[config.mk]
export PLATFORM = sky130hd
export DESIGN_NAME = uart_rx_os
export DESIGN_NICKNAME = d
export VERILOG_FILES = /design/src/rtl/uart_rx_os.sv
export SDC_FILE = /design/constraint.sdc
export NUM_CORES = 1
export LEC_CHECK = 0
export CORE_ASPECT_RATIO = 1.25
export CORE_MARGIN = 2
export CORE_UTILIZATION = 49
export DETAILED_ROUTE_END_ITERATION = 12
export PLACE_DENSITY = 0.69
export SKIP_LAST_GASP = 1
export SYNTH_ARGS = -nofsm -noshare
export SYNTH_HDL_FRONTEND = slang
export SYNTH_SLANG_ARGS = --single-unit
[constraint.sdc]
create_clock -name clk -period 4.8 [get_ports clk]
set_input_delay 0.96 -clock clk [delete_from_list [all_inputs] [get_ports clk]]
set_output_delay 0.96 -clock clk [all_outputs]
set_load 0.03 [all_outputs]
[src/rtl/uart_rx_os.sv]
// rtl/uart_rx_os.sv - 16x-oversampling UART receiver, 8N1 with majority-voted bits
// Optional even-parity bit enabled by defining UART_PARITY_EN.
module uart_rx_os #(
  parameter int CLK_FREQ = 100000000,
  parameter int BAUD     = 9600,
  parameter int OS       = 16
) (
  input  logic       clk,
  input  logic       rst,
  input  logic       rx,
  output logic [7:0] doutrx,
  output logic       donerx,
  output logic       ferr,
  output logic       perr,
  output logic       busy
);

  localparam int DIV_RAW  = CLK_FREQ / (BAUD * OS);
  localparam int TICK_DIV = (DIV_RAW < 1) ? 1 : DIV_RAW;
  localparam int TW       = (TICK_DIV > 1) ? $clog2(TICK_DIV) : 1;

`ifdef UART_PARITY_EN
  typedef enum logic [2:0] {IDLE, START, DATA, PARITY, STOP, WAIT_HIGH} state_t;
`else
  typedef enum logic [2:0] {IDLE, START, DATA, STOP, WAIT_HIGH} state_t;
`endif

  state_t        state;
  logic          rx_meta, rxs;
  logic [TW-1:0] tick_cnt;
  logic [3:0]    s;
  logic [2:0]    bit_idx;
  logic [7:0]    shreg;
  logic          v7, v8;
  logic          tick, vote, mid, last;

  assign tick = (state != IDLE) && (state != WAIT_HIGH) && (tick_cnt == TW'(TICK_DIV - 1));
  assign vote = (v7 & v8) | (v7 & rxs) | (v8 & rxs);
  assign mid  = tick && (s == 4'd9);
  assign last = tick && (s == 4'd15);

`ifdef UART_PARITY_EN
  logic par_acc, perr_r;
  assign perr = perr_r;
`else
  assign perr = 1'b0;
`endif

  always_ff @(posedge clk) begin
    if (!rst) begin
      rx_meta  <= 1'b1;
      rxs      <= 1'b1;
      state    <= IDLE;
      tick_cnt <= '0;
      s        <= 4'd0;
      bit_idx  <= 3'd0;
      shreg    <= 8'h00;
      v7       <= 1'b1;
      v8       <= 1'b1;
      doutrx   <= 8'h00;
      donerx   <= 1'b0;
      ferr     <= 1'b0;
      busy     <= 1'b0;
`ifdef UART_PARITY_EN
      par_acc  <= 1'b0;
      perr_r   <= 1'b0;
`endif
    end else begin
      rx_meta <= rx;
      rxs     <= rx_meta;
      donerx  <= 1'b0;
      ferr    <= 1'b0;
`ifdef UART_PARITY_EN
      perr_r  <= 1'b0;
`endif
      if (state == IDLE || state == WAIT_HIGH || tick) tick_cnt <= '0;
      else tick_cnt <= tick_cnt + 1'b1;

      if (tick) begin
        s <= s + 4'd1;
        if (s == 4'd7) v7 <= rxs;
        if (s == 4'd8) v8 <= rxs;
      end

      case (state)
        IDLE: begin
          s <= 4'd0;
          if (!rxs) begin
            state <= START;
            busy  <= 1'b1;
          end
        end
        START: begin
          if (mid && vote) begin
            state <= IDLE;
            busy  <= 1'b0;
          end else if (last) begin
            state   <= DATA;
            bit_idx <= 3'd0;
`ifdef UART_PARITY_EN
            par_acc <= 1'b0;
`endif
          end
        end
        DATA: begin
          if (mid) begin
            shreg <= {vote, shreg[7:1]};
`ifdef UART_PARITY_EN
            par_acc <= par_acc ^ vote;
`endif
          end
          if (last) begin
            if (bit_idx == 3'd7) begin
`ifdef UART_PARITY_EN
              state <= PARITY;
`else
              state <= STOP;
`endif
            end else begin
              bit_idx <= bit_idx + 3'd1;
            end
          end
        end
`ifdef UART_PARITY_EN
        PARITY: begin
          if (mid) par_acc <= par_acc ^ vote;
          if (last) state <= STOP;
        end
`endif
        STOP: begin
          // Decide mid-stop-bit so a start bit right behind it is still caught
          if (mid) begin
            if (vote) begin
              state <= IDLE;
              busy  <= 1'b0;
`ifdef UART_PARITY_EN
              if (par_acc) perr_r <= 1'b1;
              else begin
                doutrx <= shreg;
                donerx <= 1'b1;
              end
`else
              doutrx <= shreg;
              donerx <= 1'b1;
`endif
            end else begin
              state <= WAIT_HIGH;
              ferr  <= 1'b1;
`ifdef UART_PARITY_EN
              perr_r <= par_acc;
`endif
            end
          end
        end
        WAIT_HIGH: begin
          if (rxs) begin
            state <= IDLE;
            busy  <= 1'b0;
          end
        end
        default: begin
          state <= IDLE;
          busy  <= 1'b0;
        end
      endcase
    end
  end

endmodule

==> metrics <==
Hold Buf Count CTS=0; Hold Crit Class=register to register; Seq cells post-synth=43; first-pass GRT wire length=6270 um; mux contribution to synthesized area=3.04%; cts bufs inserted=5; CP Class=input port to register; unrepaired setup endpoints after global routing=no; vias=1593; register area share after synthesis=43.6%; Die ar.=0.00456 mm2; Compound-Gate Fraction of Synth Area=13.9%; starting density of the core=51.8%; CP Capture Type=register; Synthesized Nets=240; slew margin rel.=52.0%; antenna violation net count after detailed routing=0; number of synthesized flops with an enable pin=0; Clock H-tree levels=2; IO Count=15; Leak Pwr=0.727 nW; worst-path maximum fanout=24; fraction of layout cells with a size suffix above 1=5.91%; vias in the first global route=1453; Setup violations, final=0; share of the synthesized area in the top cell type=43.6%; Row Count=25; Distinct cells, synth=43; run status=complete, no violations; I/O Buffers=13; CTS tree=built; Synth Area in Simple Gates=25.5%; max cap viols=0; Arrival @ worst endpoint=2660 ps; most numerous cell in the Yosys netlist=dfxtp_1; height of the die=75.0 um; routed len/inst=13.0 um; GPL Wtd Cong=0.790; share of flip-flops with an asynchronous set or reset=0%; clk slew on worst S/H paths=80 ps; DRC Markers=0; worst-path cell chain=clkdlybuf4s50_1 -> inv_1 -> nor3_1 -> nand2b_1 -> mux2i_1; Setup WS post-layout=2360 ps; Area growth syn-to-layout=12.6%; warnings from Yosys=0; final-stage net count=246; Clock Sinks=43; fin crit share=50.8%; Pwr Density=296 mW/mm2; Total GRT Usage=18.3%; largest net degree at the start of global routing=25; grt ovf=0; CP startpoint kind=input port; Filler cells=365; drt first pass iters=4; Synth Area per Inst=8.59 um2; largest family of logic cells by synthesized area=simple AND/OR/NAND/NOR gates; DR iter-0 viols=97; final WL=3780 um; Clock Tree Root=clkbuf_8; Cell Area, Synth=0.00198 mm2; setup_tns=0 ps; Floorplan Core Area=0.00382 mm2; Mapped Cells=230; dominant cells by area after synthesis=dfxtp_1 (44%), nand3_1 (6.1%), a21oi_1 (5.1%), o21ai_0 (4.8%), ha_1 (4.4%); XOR/XNOR Fraction of Synth Area=3.99%; clock skew=5.79 ps; top cells by count, synth=dfxtp_1 (43), nand3_1 (24), nor2_1 (22); Synth Area in Adders=4.94%; Hold Fails Final Rpt=0; Crit-path slowest cell=clkdlybuf4s50_1; fmax=410 MHz; die width=60.8 um; CP Data Required Time=5030 ps; CP peak stage delay=640 ps; Clock Path Buffers=2; cell taking the most area after synthesis=dfxtp_1; final max-slew violation count=0; Tmin final=2440 ps; Peak VDD IR=0.169 mV; Post-Place Setup Slack=2020 ps; Clk Latency, worst-skew pair=300 ps; Antenna diodes=0; post-CTS setup buffer count=0; initial antenna violation count=0; Vias/cell=5.47; most common flop cell mapped by yosys=dfxtp_1; Worst-Margin Slew=720 ps; r2r setup slk=2750 ps; Post-CTS Resized=0; HPWL Detailed=2530 um
## worst max-delay path, delay by kind of cell
family / cells / cell delay [ps]
buffers and inverters: 2 / 1030
multiplexers: 1 / 130
AND/OR/NAND/NOR: 2 / 530
## metrics by stage
stage               util [%]  hold WS (ps)  std cells  total power [mW]  instance area (um2)
floorplan                  -           386        230             0.381                 1980
global placement        55.3           396        283             0.384                 2110
detailed placement      55.3           396        283             0.384                 2110
CTS                     58.3           419        291             0.663                 2220
global route            58.3           433        291             0.682                 2220
finish                  58.3           415        291             0.659                 2220
## cell families after synthesis
logic type      Yosys count
mux                       6
xor+xnor                  9
buf+inv                  23
other cells               1
flops                    43
simple gates             91
compound gates           49
fa+ha+maj                 8
## per-layer routing
metal,up-vias,global-route usage [%],wire length (um)
met5,-,0,0
met4,0,6.28,73
met3,6,5.50,99
met2,25,30.9,1850
met1,747,22.1,1760
li1,815,-,-
## area by class of cell
class,instances,area [um2],share of cell area [%]
multi-input combinational,164,1020,45.8
sequential,43,861,38.7
timing repair buffer,13,130,5.85
clock buffer,5,68.8,3.09
tap,54,67.6,3.04
clock inverter,3,43.8,1.97
inverter,9,33.8,1.52
## registers in the layout, summed over array words and instances (netlist names)
| register | count |
|---|---|
| ferr | 1 |
| tick_cnt | 10 |
| s | 4 |
| doutrx | 8 |
| busy | 1 |
| donerx | 1 |
| rx_meta | 1 |
| v8 | 1 |
| rxs | 1 |
| shreg | 8 |
| v7 | 1 |
| state | 3 |
| bit_idx | 3 |
## where the power goes
part / switching [mW] / internal [mW]
logic: 0.00961 / 0.00483
clock network: 0.128 / 0.155
registers: 0.00302 / 0.358
## layout by cell type (no fill, tap or decap), types with 2 or more instances in the layout
cell type        Yosys  layout
and3_1               3       3
nand4_1              6       6
ha_1                 7       7
inv_1                9       9
mux2i_1              6       6
nor3b_1              2       2
and4_1               3       3
nand2b_1             5       5
nor2_1              22      22
o2111ai_1            2       2
clkdlybuf4s50_1      0      13
xor2_1               2       2
xnor2_1              7       7
nor3_1               3       3
dfxtp_1             43      43
nand2_1              9       9
clkbuf_8             0       5
nand3_1             24      24
nor3b_2              2       2
o21ai_0             19      19
nand3b_1             2       2
a21oi_1             20      20
## worst paths after layout
check / from / endpoint / cells past startpoint
max reg2reg: tick_cnt[0] / bit_idx[1] / 6
min: rx_meta / rxs / 1
min reg2reg: rx_meta / rxs / 1
max: rst / bit_idx[0] / 5
No activity file was read; power rests on OpenSTA's default activity.
==> patch 1, RTL diff (same settings) <==
The option `UART_PARITY_EN` is turned on by a define.
--- a/src/rtl/uart_rx_os.sv
+++ b/src/rtl/uart_rx_os.sv
@@ -2,2 +2,4 @@
 // Optional even-parity bit enabled by defining UART_PARITY_EN.
+`define UART_PARITY_EN
+
 module uart_rx_os #(
Check against the original RTL: no difference found for any inputs over 10 cycles, from zero or initial values and one cycle with rst low; that may be too few to reach the edited logic, so the function may still have changed.
==> patch 1 against the unedited design <==
  * Sequential share of layout area decreased by 1.1 points
  * Setup slack gained 110 ps
  * Clock skew down 1.2 ps
  * Via count decreased by 5.3%
  * Global-route usage decreased by 1.8 points
  * Sequential cell count grew 2
  * Design area increased by 7.6%
  * Wire length shrank 5.1%
  * Area after synthesis is 6.3% higher
Power is not compared: it rests on default switching activity, and its combinational part moved more than twofold at a synthesized area within 25%.
==> patch 1: results (changes against the unedited design) <==
* Status: completed
* Skew final at 4.59 ps (-1.20 ps)
* Crit Path Max Fanout at 4 (-83%)
* Htree depth at 2 (unchanged)
* Distinct cells, synth at 42 (-2.3%)
* Placer congestion estimate at 0.811 (+2.6%)
* # diodes at 0 (unchanged)
* Async set-reset flop share out of synthesis at 0% (unchanged)
* Min-Delay Path Class: flop to flop
* Final hold violations at 0 (unchanged)
* Seq/Total Area, Yosys at 42.9% (-0.69 points)
* DP Area at 0.00229 mm² (+8.5%)
* Reg2reg setup slack at 2740 ps (about the same)
* FF-to-FF path depth at 5 (-1)
* DR vias at 1509 (-5.3%)
* Syn_nets at 230 (-4.2%)
* Leakage at between 0.9 and 1 nW
* Max incr delay on CP at 690 ps (+50 ps)
* DR iter-0 viols at 69 (-29%)
* Actual slew at the worst max-slew pin at 562 ps (-158 ps)
* Core Footprint at 0.00410 mm² (+7.4%)
* Clock slew at reported path FFs at 70 ps
* Largest net degree at the start of global routing at 31 (+24%)
* Clk_lat worst skew at between 200 and 300 ps
* Deepest clock path buffer count at 2 (unchanged)
* Layout cell share with drive strength beyond 1 at 9.40% (+3.5 points)
* Post-CTS Setup Bufs at 0 (unchanged)
* Final #Nets at 245 (-0.41%)
* IO Port Bufs at 14 (+1)
* Average wire per standard cell at 12.4 µm (-4.8%)
* CP top delay family: buffers and inverters
* Top post-synthesis cells by count: dfxtp_1, nor2_1, mux2i_1, nor2b_1, nand3_1
* Vias in the first global route at 1430 (-1.6%)
* Post-DP HPWL at 2650 µm (+4.5%)
* Worst flop-to-flop path startpoint: tick_cnt[4]
* First-pass GRT wire length at 6390 µm (+1.9%)
* Tot GR Track Use at 16.6% (-1.8 points)
* Synth warnings at 0 (unchanged)
* Crit path DAT at 1370 ps (-1290 ps)
* RR Endpoint: state[2]
* Hold Path End: rxs
* Worst vdd ir at approximately 0.22 mV
* Biggest regs: tick_cnt x10, doutrx x8, shreg x8
* Worst path slowest cell: clkdlybuf4s50_1
* Synth top area cells: dfxtp_1, mux2i_1, ha_1
* Worst hold start: rx_meta
patch 1: how the worst max path moves through the flow:
stage,from,to,cells after the start
detailed placement,rst,tick_cnt[8],5
finish,busy,busy,1
global placement,rst,tick_cnt[3],5
floorplan,tick_cnt[4],bit_idx[1],5
CTS,busy,busy,1
global route,rst,tick_cnt[8],5
patch 1: layer usage:
layer	GRT usage, %	vias to the layer above	wire (µm)
met4	6.44	0	58
met5	0	-	0
met2	30.2	19	1930
met3	4.40	5	110
met1	18.0	707	1490
li1	-	778	-
patch 1: per-stage QoR:
stage	hold WS [ps]	setup slack (ps)	util (%)	cells	power, W
floorplan	386	2910	-	219	0.000419
global placement	395	2270	55.9	283	0.000430
detailed placement	396	2230	55.9	283	0.000430
CTS	416	2460	58.4	290	0.000697
global route	435	2400	58.4	290	0.000720
finish	413	2470	58.4	290	0.000690
patch 1: cell type report:
cell class	instances	area, µm²
inverters	10	37.5
clock inverters	2	35.0
fillers	391	1700
multi-input cells	157	1130
flip-flops and latches	45	901
clock buffers	5	68.8
well taps	56	70.1
repair buffers	15	148
patch 1: report_power, final:
| group | leakage, nW | switching (W) | total (W) | internal (W) |
|---|---|---|---|---|
| Sequential | 0.363 | 0.00000733 | 0.000385 | 0.000377 |
| Clock | 0.0540 | 0.000118 | 0.000269 | 0.000151 |
| Combinational | 0.572 | 0.0000207 | 0.0000363 | 0.0000156 |
| Total | 0.990 | 0.000146 | 0.000690 | 0.000544 |
patch 1: cells by family after synthesis:
kind of cell | count (synthesis) | synth area share, %
AOI/OAI and AO/OA | 25 | 8.22
xor gates and xnor gates | 11 | 4.59
adders and majority gates | 9 | 5.24
muxes | 19 | 9.05
DFF | 45 | 42.9
and+or+nand+nor | 93 | 26.9
buffers and inverters | 17 | 3.10
==> patch 2, RTL diff (same settings) <==
Made on the original files. Re-encode `state_t` (5 states) as one-hot, 5 bits wide.
--- a/src/rtl/uart_rx_os.sv
+++ b/src/rtl/uart_rx_os.sv
@@ -24,3 +24,3 @@
 `else
-  typedef enum logic [2:0] {IDLE, START, DATA, STOP, WAIT_HIGH} state_t;
+  typedef enum logic [4:0] {IDLE = 5'b00001, START = 5'b00010, DATA = 5'b00100, STOP = 5'b01000, WAIT_HIGH = 5'b10000} state_t;
 `endif
Function: no difference found for any inputs over 10 cycles, from zero or initial values and one cycle with rst low; not proved beyond that.
==> patch 2 against the unedited design <==
  * Setup slack got worse by 210 ps
  * Worst hold slack about the same
  * Register-to-register slack worse by 380 ps
  * Area after synthesis increased by 6.0%
  * Global-route usage shrank 1.3 points
  * Design area rose by 5.3%
  * Die area is 5.6% higher
  * Core utilization down 1.2 points
  * Wire length fell by 2.1%
  * Sequential cell count up 2
  * Clock skew about the same
  * Maximum frequency is 7.9% lower
  * Critical path type unchanged
Power is not compared: it rests on default switching activity, and its combinational part moved more than twofold at a synthesized area within 25%.
==> patch 2: results (changes against the unedited design) <==
* Routed WL at 3700 µm (-2.1%)
* Clock-cell share at 4.33% (-0.73 points)
* # clk buffers at 7 (+2)
* Max incr delay on CP at 1140 ps (+500 ps)
* Status: completed
* Met1 global-route usage at 19.7% (-2.3 points)
* Worst flop-to-flop path startpoint: tick_cnt[5]
* Non-clock inverters at 6 (-3)
* Synth top area cells: dfxtp_1, mux2i_1, a21boi_0
* TritonCTS Sinks at 45 (+4.7%)
* Placer congestion estimate at 0.748 (-5.3%)
* Grt met2 use at 29.1% (-1.8 points)
* Seq/Total Area, Yosys at 43.0% (-0.54 points)
* Grt met3 use at 3.52% (-2.0 points)
* Average wire per standard cell at 12.7 µm (-2.4%)
* First-pass GRT wire length at 6510 µm (+3.7%)
* Non-clock buffer share at 5.56% (-0.29 points)
* Largest net degree at the start of global routing at 35 (+40%)
* Syn_nets at 235 (-2.1%)
* Layout cell share with drive strength beyond 1 at 5.51% (-0.40 points)
* Distinct cells, synth at 47 (+9.3%)
* FF-to-FF path depth at 5 (-1)
* Skew final at 5.54 ps (-0.248 ps)
* Synth-to-layout area growth at 11.9%
* RR Endpoint: busy
* Tot GR Track Use at 17.0% (-1.3 points)
* Synth Instances at 225 (-2.2%)
patch 2: logic make-up (layout without fill, tap and decap cells):
| kind of cell | after synthesis | after routing | synth area share, % |
|---|---|---|---|
| and+or+nand+nor | 102 | 102 | 26.4 |
| buffers and inverters | 16 | 27 | 3.59 |
| DFF | 45 | 45 | 43.0 |
| muxes | 12 | 12 | 5.74 |
| xor gates and xnor gates | 12 | 12 | 5.02 |
| AOI/OAI and AO/OA | 29 | 29 | 11.4 |
| adders and majority gates | 8 | 8 | 4.66 |
| other | 1 | 1 | 0.179 |
patch 2: power groups by stage:
stage	logic, W	registers, W	clock network [W]
6_report	0.0000732	0.000390	0.000251
4_1_cts	0.0000727	0.000390	0.000261
3_5_place_dp	0.0000724	0.000399	0
2_1_floorplan	0.0000517	0.000401	0
5_1_grt	0.0000809	0.000392	0.000279
3_3_place_gp	0.0000726	0.000399	0
